<file path="src/rtl/rb_approx_sub_pipe_pkg.sv">
// Shared definitions for the approximate arithmetic blocks: the cell-kind enum,
// default sizing, and the one-bit full-subtractor equation used by every cell.
package approx_arith_pkg;

  typedef enum logic {
    CELL_EXACT  = 1'b0,
    CELL_APPROX = 1'b1
  } cell_kind_e;

  localparam int DEF_WIDTH       = 16;
  localparam int DEF_APPROX_BITS = 2;
  localparam int DEF_SPLIT       = 8;

  // Returns {bout, d}. The approximate cell drops the borrow-in term entirely,
  // so a borrow generated below it never reaches the bits above.
  function automatic logic [1:0] fs_cell(input logic a, input logic b,
                                         input logic bin, input cell_kind_e kind);
    logic d;
    logic bout;
    if (kind == CELL_APPROX) begin
      d    = a ^ b;
      bout = ~a & b;
    end else begin
      d    = a ^ b ^ bin;
      bout = (~a & b) | (~(a ^ b) & bin);
    end
    return {bout, d};
  endfunction

endpackage

</file>
<file path="src/rtl/rb_approx_sub_pipe_fs_cell.sv">
// One-bit full subtractor; APPROX picks the approximate (borrow-in ignored) cell.
module approx_fs_cell
  import approx_arith_pkg::*;
#(
  parameter bit APPROX = 1'b0
) (
  input  logic a,
  input  logic b,
  input  logic bin,
  output logic d,
  output logic bout
);

  localparam cell_kind_e KIND = APPROX ? CELL_APPROX : CELL_EXACT;

  assign {bout, d} = fs_cell(a, b, bin, KIND);

endmodule

</file>
<file path="src/rtl/rb_approx_sub_pipe.sv">
// Two-stage pipelined approximate ripple-borrow subtractor with valid/ready
// on both sides. Stage 1 ripples bits [SPLIT-1:0] straight off the inputs,
// stage 2 finishes [WIDTH-1:SPLIT] from the registered operands and borrow.
// Optional macro SUB_ERR_MON_EN adds an exact reference datapath and the
// err_clr/err_cnt/err_max error statistics ports.
module rb_approx_sub_pipe
  import approx_arith_pkg::*;
#(
  parameter int WIDTH       = DEF_WIDTH,
  parameter int APPROX_BITS = DEF_APPROX_BITS,
  parameter int SPLIT       = DEF_SPLIT
) (
  input  logic             clk,
  input  logic             rst,
  input  logic             in_valid,
  output logic             in_ready,
  input  logic [WIDTH-1:0] in_a,
  input  logic [WIDTH-1:0] in_b,
  output logic             out_valid,
  input  logic             out_ready,
  output logic [WIDTH:0]   out_diff
`ifdef SUB_ERR_MON_EN
  ,
  input  logic             err_clr,
  output logic [31:0]      err_cnt,
  output logic [WIDTH:0]   err_max
`endif
);

  localparam int STAGES = 2;

  logic [STAGES:1]      vld_pipe;
  logic                 s1_load, s2_load, s1_take, s2_take;

  logic [WIDTH-1:SPLIT] s1_a_hi, s1_b_hi;
  logic [SPLIT-1:0]     s1_dlo;
  logic                 s1_bor;

  logic [WIDTH-1:0]     op_a, op_b, bin_w, d;
  logic [WIDTH:0]       bc;

  // s2 frees up when empty or draining; s1 when empty or moving into s2.
  assign s2_load   = ~vld_pipe[2] | out_ready;
  assign s1_load   = ~vld_pipe[1] | s2_load;
  assign in_ready  = s1_load;
  assign s1_take   = in_valid & s1_load;
  assign s2_take   = vld_pipe[1] & s2_load;
  assign out_valid = vld_pipe[2];

  // One cell row: low bits fed from the ports, high bits from the s1 bank.
  assign op_a  = {s1_a_hi, in_a[SPLIT-1:0]};
  assign op_b  = {s1_b_hi, in_b[SPLIT-1:0]};
  assign bc[0] = 1'b0;

  genvar i;
  generate
    for (i = 0; i < WIDTH; i++) begin : g_cell
      if (i == SPLIT) begin : g_brk
        assign bin_w[i] = s1_bor;
      end else begin : g_chain
        assign bin_w[i] = bc[i];
      end
      approx_fs_cell #(.APPROX(i < APPROX_BITS)) u_cell (
        .a    (op_a[i]),
        .b    (op_b[i]),
        .bin  (bin_w[i]),
        .d    (d[i]),
        .bout (bc[i+1])
      );
    end
  endgenerate

  // Valid bits: each stage takes the upstream valid whenever it may load.
  always_ff @(posedge clk or posedge rst) begin
    if (rst) begin
      vld_pipe <= '0;
    end else begin
      if (s1_load) vld_pipe[1] <= in_valid;
      if (s2_load) vld_pipe[2] <= vld_pipe[1];
    end
  end

  // Stage 1 bank: high operand bits, low difference, borrow at the split.
  always_ff @(posedge clk or posedge rst) begin
    if (rst) begin
      s1_a_hi <= '0;
      s1_b_hi <= '0;
      s1_dlo  <= '0;
      s1_bor  <= 1'b0;
    end else if (s1_take) begin
      s1_a_hi <= in_a[WIDTH-1:SPLIT];
      s1_b_hi <= in_b[WIDTH-1:SPLIT];
      s1_dlo  <= d[SPLIT-1:0];
      s1_bor  <= bc[SPLIT];
    end
  end

  // Stage 2 bank: completed result; held while the consumer stalls.
  always_ff @(posedge clk or posedge rst) begin
    if (rst) begin
      out_diff <= '0;
    end else if (s2_take) begin
      out_diff <= {bc[WIDTH], d[WIDTH-1:SPLIT], s1_dlo};
    end
  end

`ifdef SUB_ERR_MON_EN
  logic [SPLIT-1:0] s1_a_lo, s1_b_lo;
  logic [WIDTH:0]   s2_exact, abs_err;
  logic             xfer;

  assign xfer    = vld_pipe[2] & out_ready;
  assign abs_err = (out_diff > s2_exact) ? (out_diff - s2_exact) : (s2_exact - out_diff);

  // Low operand bits kept alongside stage 1 so stage 2 can form the exact result.
  always_ff @(posedge clk or posedge rst) begin
    if (rst) begin
      s1_a_lo <= '0;
      s1_b_lo <= '0;
    end else if (s1_take) begin
      s1_a_lo <= in_a[SPLIT-1:0];
      s1_b_lo <= in_b[SPLIT-1:0];
    end
  end

  // Exact reference {A<B, A-B}, advancing in lockstep with out_diff.
  always_ff @(posedge clk or posedge rst) begin
    if (rst) begin
      s2_exact <= '0;
    end else if (s2_take) begin
      s2_exact <= {1'b0, s1_a_hi, s1_a_lo} - {1'b0, s1_b_hi, s1_b_lo};
    end
  end

  // Error statistics on delivered results; clear beats a same-cycle transfer.
  always_ff @(posedge clk or posedge rst) begin
    if (rst) begin
      err_cnt <= '0;
      err_max <= '0;
    end else if (err_clr) begin
      err_cnt <= '0;
      err_max <= '0;
    end else if (xfer && (out_diff != s2_exact)) begin
      if (err_cnt != 32'hFFFF_FFFF) err_cnt <= err_cnt + 32'd1;
      if (abs_err > err_max)        err_max <= abs_err;
    end
  end
`endif

endmodule

</file>
<file path="config.mk">
export PLATFORM = sky130hd
export DESIGN_NAME = rb_approx_sub_pipe
export DESIGN_NICKNAME = d
export VERILOG_FILES = /design/src/rtl/rb_approx_sub_pipe_pkg.sv /design/src/rtl/rb_approx_sub_pipe_fs_cell.sv /design/src/rtl/rb_approx_sub_pipe.sv
export SDC_FILE = /design/constraint.sdc
export NUM_CORES = 1
export LEC_CHECK = 0
export ABC_AREA = 1
export BUFFER_PORTS_ARGS = -buffer_cell sky130_fd_sc_hd__clkbuf_2
export CAP_MARGIN = 10
export CELL_PAD_IN_SITES_DETAIL_PLACEMENT = 1
export CELL_PAD_IN_SITES_GLOBAL_PLACEMENT = 2
export CORE_MARGIN = 3
export CORE_UTILIZATION = 28
export DETAILED_ROUTE_END_ITERATION = 12
export PLACE_DENSITY_LB_ADDON = 0.1
export SYNTH_ARGS = -nofsm -noshare
export SYNTH_HDL_FRONTEND = slang
export SYNTH_SLANG_ARGS = --single-unit
</file>
<file path="constraint.sdc">
create_clock -name clk -period 3.5 [get_ports clk]
set_input_delay 0 -clock clk [delete_from_list [all_inputs] [get_ports clk]]
set_output_delay 0 -clock clk [all_outputs]
set_load 0.02 [all_outputs]
</file>
==> results of run 1 <==
-- stage by stage --
stage / std cells / TNS (ns) / setup slack (ns) / hold slack, ns
floorplan: 223 / 0 / 0.00289 / 0.145
global placement: 366 / -0.148 / -0.148 / 0.236
detailed placement: 366 / -0.177 / -0.177 / 0.238
CTS: 392 / -0.0291 / -0.0291 / 0.0340
global route: 392 / -0.132 / -0.132 / 0.0555
finish: 392 / 0 / 0.0455 / 0.0371
-- routing by layer --
layer / up-vias / wire length, microns / global-route usage [%]
met5: - / 0 / 0
li1: 817 / - / -
met2: 39 / 1880 / 16.6
met4: 0 / 72 / 4.03
met3: 7 / 244 / 3.14
met1: 750 / 2520 / 16.9
-- registers in the layout, summed over array words and instances (netlist names) --
signal and flops:
s1_b_hi 8, out_diff 17, vld_pipe 2, s1_a_hi 8, s1_bor 1, s1_dlo 8
-- where the power goes --
| part | total, mW | internal (mW) | switching (mW) |
|---|---|---|---|
| sequential | 0.726 | 0.640 | 0.0854 |
| combinational | 0.510 | 0.198 | 0.312 |
| clock | 0.331 | 0.158 | 0.173 |
-- worst register-to-register path, stage by stage (launching register included) --
cell	delay (ns)
dfrtp_1	0.39
inv_2	0.06
fa_1	0.16
inv_1	0.05
fa_2	0.34
fa_2	0.35
fa_2	0.37
fa_2	0.35
fa_2	0.35
fa_2	0.34
inv_2	0.06
fa_1	0.40
nand3_1	0.09
nand2_1	0.06
-- cell type report --
class                   count  area, sq um
repair buffers             73          455
multi-input cells         143          872
clock buffers               6         82.6
well taps                  99          124
fillers                   914         4550
inverters                  25         93.8
clock inverters             2         10.0
flip-flops and latches     44         1100
-- repair_timing --
action,4_1_cts,5_1_grt
hold buffers,17,0
endpoints found under the setup margin,1,1
buffers inserted,1,0
gates resized for setup,7,0
pin swaps,2,2
hold endpoints to repair,60,0
-- kinds of logic (layout without fill, tap and decap cells) --
group | after synthesis | count (layout)
simple gates | 121 | 121
flops | 44 | 44
buf+inv | 36 | 106
fa+ha+maj | 15 | 15
compound gates | 7 | 7
-- cell usage in the layout (no fill, tap or decap), drive strengths merged --
cell and instances:
fa 14, nand2 85, inv 25, dlygate4sd3 17, dfrtp 44, o21ai 7
clkbuf 60, nand3 30, buf 2, ha 1, nand3b 6, clkinv 2
-- worst max-delay path by stage --
stage / startpoint / end / slack [ns] / cells after the start
after floorplan: s1_bor / out_diff[15] / 0.003 / 13
after global placement: s1_bor / out_diff[15] / -0.15 / 13
after detailed placement: s1_bor / out_diff[15] / -0.18 / 13
after CTS: s1_bor / out_diff[15] / -0.03 / 13
final: s1_bor / out_diff[15] / 0.05 / 13
after global routing: s1_bor / out_diff[15] / -0.13 / 13
==> metrics.md, run 1 <==
| Metric | Value |
|---|---|
| PortBufs | `54` |
| Slowest CP cell | `fa_1` |
| Rows | `31` |
| Post-synth top flop | `dfrtp_1` |
| Max Root-Sink Buffers | `2` |
| Area of the core | `0.00729 sq mm` |
| Die Area | `0.00865 sq mm` |
| DR iter-0 viols | `54` |
| Post-synthesis adder-cell area fraction | `13.8%` |
| Yosys top cell area share | `51.9%` |
| Routed Antenna Nets | `0` |
| CTS clk-pin slew, worst paths | `0.09 ns` |
| CTS tree | `done` |
| Final instance area | `0.00274 sq mm` |
| Hold Fails Final Rpt | `0` |
| Largest net degree at the start of global routing | `45` |
| Most Frequent Cell on Critical Path | `fa_2` |
| Final Power | `1.57 mW` |
| Leading area contributor after synthesis | `dfrtp_1` |
| Syn nets | `274` |
| Fin crit share | `98.7%` |
| Die Wd | `93.0 microns` |
| Mean post-synth cell area | `9.50 sq um` |
| Initial Util | `29.1%` |
| Multiplexer share of the synthesized area | `0%` |
| Placer Congestion | `0.702` |
| Synthesized flop and latch total | `44` |
| DR pass1 iterations | `4` |
| Outcome | `completed` |
| Synth top area cells | `dfrtp_1 (52%), nand2_1 (15%), fa_1 (13%)` |
| Mapped cell area | `0.00212 sq mm` |
| Reg-to-reg endpoint | `out_diff[15]` |
| # H-tree levels | `2` |
| I/O pin count | `55` |
| Layout cells sized above 1 | `25.9%` |
| Worst path bufs/invs | `3` |
| Ant. Diodes | `0` |
| Synth Area in Compound Gates | `1.65%` |
| Largest delay share family, worst path | `adder cells` |
| Total wire length | `4710 microns` |
| Pwr/cell area | `572 mW/mm^2` |
| Least-Margin Pin Slew | `0.936 ns` |
| Sink Count | `44` |
| Peak Freq | `289 MHz` |
| Final worst path period need | `3.45 ns` |
| Xor and xnor area share after synthesis | `0%` |
| Req. time, crit path | `3.69 ns` |
| Initial antenna violation count | `0` |
| Min-Delay Path Depth | `5` |
| Async S/R FF share, synth | `100%` |
| First-pass GRT wire length | `7910 microns` |
| Final setup viols | `0` |
| Post-synth EDFFs | `0` |
| Final slew viol count | `0` |
| Drt drc | `0` |
| Vias in the first global route | `1617` |
| Clock root buffer | `clkbuf_8` |
| CP cell instances | `inv_2 -> fa_1 -> inv_1 -> fa_2 -> fa_2 -> fa_2 -> fa_2 -> fa_2 -> fa_2 -> inv_2 -> fa_1 -> nand3_1 -> nand2_1` |
| Final core utilization | `37.6%` |
| CP max stage delay | `0.40 ns` |
| RSZ-0062 raised after global routing | `yes` |
| Hold Path Class | `input pin to register` |
| FF-to-FF path depth | `13` |
| Min-delay src | `in_b[0]` |
| Max-cap violation count | `0` |
| VDD IR-drop max | `0.157 mV` |
| Syn-to-layout area delta | `29.2%` |
| Sequential fraction of the synthesis area | `51.9%` |
| Reg2reg setup slack | `0.05 ns` |
| Gr ovfl total | `0` |
| GRT Util Overall | `11.6%` |
| Lkg Pwr | `1.47 nW` |
| Critical path class | `register to register` |
| Startpoint types | `register` |
| CP arrival | `3.65 ns` |
| Largest family of logic cells by synthesized area | `simple AND/OR/NAND/NOR gates` |
| Commonest cells in the netlist | `nand2_1 (84), dfrtp_1 (44), nand3_1 (29), inv_1 (25), fa_1 (14)` |
| CP max FO | `2` |
| Via count | `1613` |
| Nets | `343` |
| Detail Placement HPWL | `3390 microns` |
| Max Clock Skew | `0.00947 ns` |
| Gate Count Post-Synth | `223` |
| Clk Latency, worst-skew pair | `0.30 ns` |
| CP Capture Type | `register` |
| Drt wl/cell | `12.0 microns` |
| Via density | `4.11` |
| Die height | `93.0 microns` |
| Reg-to-Reg Start | `s1_bor` |
| Simple-Gate Fraction of Synth Area | `25.0%` |
| Slew headroom | `37.5%` |
| Netlist cell types | `14` |
| Most common cell in the netlist | `nand2_1` |
| Warnings, synthesis | `0` |
| WHS Endpoint | `s1_dlo[0]` |
| Post-DP Area | `0.00246 sq mm` |
| Num CTS Buffers | `5` |
Power figures use the tool's default switching activity.
==> inputs of run 2 (changes only) <==
--- a/config.mk
+++ b/config.mk
@@ -11,7 +11,7 @@
 export CELL_PAD_IN_SITES_DETAIL_PLACEMENT = 1
 export CELL_PAD_IN_SITES_GLOBAL_PLACEMENT = 2
 export CORE_MARGIN = 3
-export CORE_UTILIZATION = 28
+export CORE_UTILIZATION = 34
 export DETAILED_ROUTE_END_ITERATION = 12
 export PLACE_DENSITY_LB_ADDON = 0.1
 export SYNTH_ARGS = -nofsm -noshare
==> constraint.sdc (replaced) <==
create_clock -name clk -period 4 [get_ports clk]
set_input_delay 0 -clock clk [delete_from_list [all_inputs] [get_ports clk]]
set_output_delay 0 -clock clk [all_outputs]
set_load 0.02 [all_outputs]
==> run 2 against run 1 <==
Worst setup slack improved by 0.14 ns. Global-route usage is 2.9 points higher. Cell count fell by 6.6%. Largest power group unchanged. Flip-flop and latch count did not move. Non-clock buffer count fell by 1. Total power is 15% lower. Sequential share of layout area is 1.0 points higher. First-iteration DRC count increased by 17%. Largest cell class unchanged. Die area is 17% lower. Maximum frequency down 9.5%. Count of clock-buffer cells in the layout unchanged.
==> metrics.md, run 2 (synthesized netlist as in run 1, its figures left out) <==
| Metric | Value |
|---|---|
| Lkg Pwr | `1.46 nW` |
| Ant. Diodes | `0` |
| Vias in the first global route | `1685` |
| Pwr/cell area | `501 mW/mm^2` |
| VDD IR-drop max | `0.191 mV` |
| Pre-CTS setup slack | `0.192 ns` |
| Fin crit share | `95.4%` |
| Final setup viols | `0` |
| P_int | `0.848 mW` |
| Slew headroom | `51.3%` |
| First-pass GRT wire length | `8430 microns` |
| Switching Share | `36.6%` |
| Reg-to-reg endpoint | `out_diff[15]` |
| Slowest CP cell | `fa_1` |
| PortBufs | `54` |
| CTS tree | `done` |
| Rows | `28` |
| # H-tree levels | `2` |
| Clock power share | `19.3%` |
| Max-cap violation count | `0` |
| Nets | `342` |
| Sink Count | `44` |
| CP arrival | `3.99 ns` |
| I/O pin count | `55` |
| Detail Placement HPWL | `3380 microns` |
| Worst Setup EP | `out_diff[15]` |
| Drt drc | `0` |
| Gr ovfl total | `0` |
| Reg2reg setup slack | `0.18 ns` |
| Final Power | `1.34 mW` |
| Clock root buffer | `clkbuf_8` |
| Layout cells sized above 1 | `21.6%` |
| Reg-to-Reg Start | `s1_b_hi[8]` |
| Clk Latency, worst-skew pair | `0.28 ns` |
| Worst Setup SP | `s1_b_hi[8]` |
| Drt wl/cell | `12.8 microns` |
| Routed Antenna Nets | `0` |
| DR iter-0 viols | `63` |
| Commonest non-fill, non-tap cell in the layout | `nand2_1` |
| CP cell instances | `inv_1 -> fa_1 -> inv_1 -> fa_1 -> fa_1 -> fa_1 -> fa_1 -> fa_1 -> fa_1 -> inv_1 -> fa_1 -> nand3_1 -> nand2_1` |
| Syn-to-layout area delta | `26.0%` |
| DR pass1 iterations | `4` |
| Worst path bufs/invs | `3` |
| Die height | `85.0 microns` |
| Via density | `4.43` |
| RSZ-0062 raised after global routing | `no` |
| Gate power share | `33.5%` |
| Setup ws final | `0.183 ns` |
| Hold Path Class | `input pin to register` |
| Initial Util | `35.4%` |
| Largest Register | `out_diff` |
| Non-Filler Instances | `366` |
| Largest net degree at the start of global routing | `45` |
| Placed Instances | `342` |
| Req. time, crit path | `4.17 ns` |
| Initial antenna violation count | `0` |
| Total wire length | `4690 microns` |
| CP max FO | `2` |
| Final core utilization | `44.6%` |
| Sequential Power Share | `47.2%` |
| Startpoint types | `register` |
| Max Root-Sink Buffers | `2` |
| Total Neg Setup Slack | `0 ns` |
| CTS clk-pin slew, worst paths | `0.08 ns` |
| Die Wd | `85.0 microns` |
| Placer Congestion | `0.734` |
| Max reg flops | `17` |
| Outcome | `completed` |
| CP max stage delay | `0.42 ns` |
| Crit path depth | `13` |
| Peak Freq | `262 MHz` |
| Num CTS Buffers | `5` |
| Least-Margin Pin Slew | `0.729 ns` |
| Most Frequent Cell on Critical Path | `fa_1` |
| Max Clock Skew | `0.00445 ns` |
| Final slew viol count | `0` |
| Via count | `1621` |
| Area of the core | `0.00599 sq mm` |
| Largest delay share family, worst path | `adder cells` |
| Die Area | `0.00722 sq mm` |
| Switching power | `0.489 mW` |
| Commonest non-fill, non-tap cells in the layout | `nand2_1 (84), clkbuf_2 (54), dfrtp_1 (44), nand3_1 (29), inv_1 (24)` |
| CP Capture Type | `register` |
| Post-CTS Resized | `0` |
| Critical path class | `register to register` |
| Hold Fails Final Rpt | `0` |
| GRT Util Overall | `14.5%` |
| Final worst path period need | `3.82 ns` |
| Post-CTS Setup Inserts | `0` |
| FF-to-FF path depth | `13` |
run 2: cell types whose count changed in the layout (fill, tap and decap cells not counted):
cell	change
clkbuf_8	-1
fa_1	+6
inv_1	+3
fa_2	-6
inv_2	-4
clkinv_1	+1
clkinv_2	-1
clkbuf_1	+1
buf_4	-1
run 2: timing repair:
action / 4_1_cts / 5_1_grt
endpoints found under the setup margin: 0 / 0
hold buffers: 17 / 0
hold endpoints to repair: 60 / 0
run 2: how the worst min path moves through the flow:
stage | startpoint | endpoint | slack (ns) | cells after the start
global placement | rst | out_diff[10] | 0.16 | 3
finish | in_a[0] | s1_dlo[0] | 0.05 | 5
global route | in_a[0] | s1_dlo[0] | 0.08 | 5
CTS | in_a[0] | s1_dlo[0] | 0.05 | 5
floorplan | in_a[10] | s1_a_hi[10] | 0.14 | 2
detailed placement | rst | out_diff[10] | 0.16 | 3
run 2: metrics by stage:
stage / hold WS (ns) / cell area (sq um)
floorplan: 0.145 / 2120
global placement: 0.157 / 2420
detailed placement: 0.157 / 2420
CTS: 0.0465 / 2670
global route: 0.0756 / 2670
finish: 0.0497 / 2670
run 2: power groups by stage:
| stage | clock network, mW | registers (mW) | logic, mW |
|---|---|---|---|
| after floorplan | 0 | 0.719 | 0.198 |
| after global placement | 0 | 0.638 | 0.433 |
| after detailed placement | 0 | 0.642 | 0.446 |
| after CTS | 0.270 | 0.633 | 0.459 |
| after global routing | 0.292 | 0.651 | 0.508 |
| final | 0.258 | 0.631 | 0.448 |
run 2: cell type report:
type	count	area, sq um
Tap cell	75	93.8
Clock buffer	6	72.6
Inverter	25	93.8
Fill cell	740	3320
Timing Repair Buffer	72	448
Sequential cell	44	1100
Clock inverter	1	5.00
Multi-Input combinational cell	143	857
run 2: worst register-to-register path: stages (launching register included):
cell     delay [ns]
dfrtp_1        0.38
inv_1          0.08
fa_1           0.18
inv_1          0.05
fa_1           0.37
fa_1           0.41
fa_1           0.42
fa_1           0.41
fa_1           0.39
fa_1           0.38
inv_1          0.07
fa_1           0.41
nand3_1        0.09
nand2_1        0.06
run 2: metal layers:
layer  part of all wire [%]  wire length, microns  vias up  global-route usage [%]
met5                      0                     0        -                       0
met4                   0.77                    36        0                    3.17
met3                    5.3                   250        4                    3.59
met2                     41                  1920       44                    20.7
met1                     53                  2470      757                    22.4
li1                       -                     -      816                       -
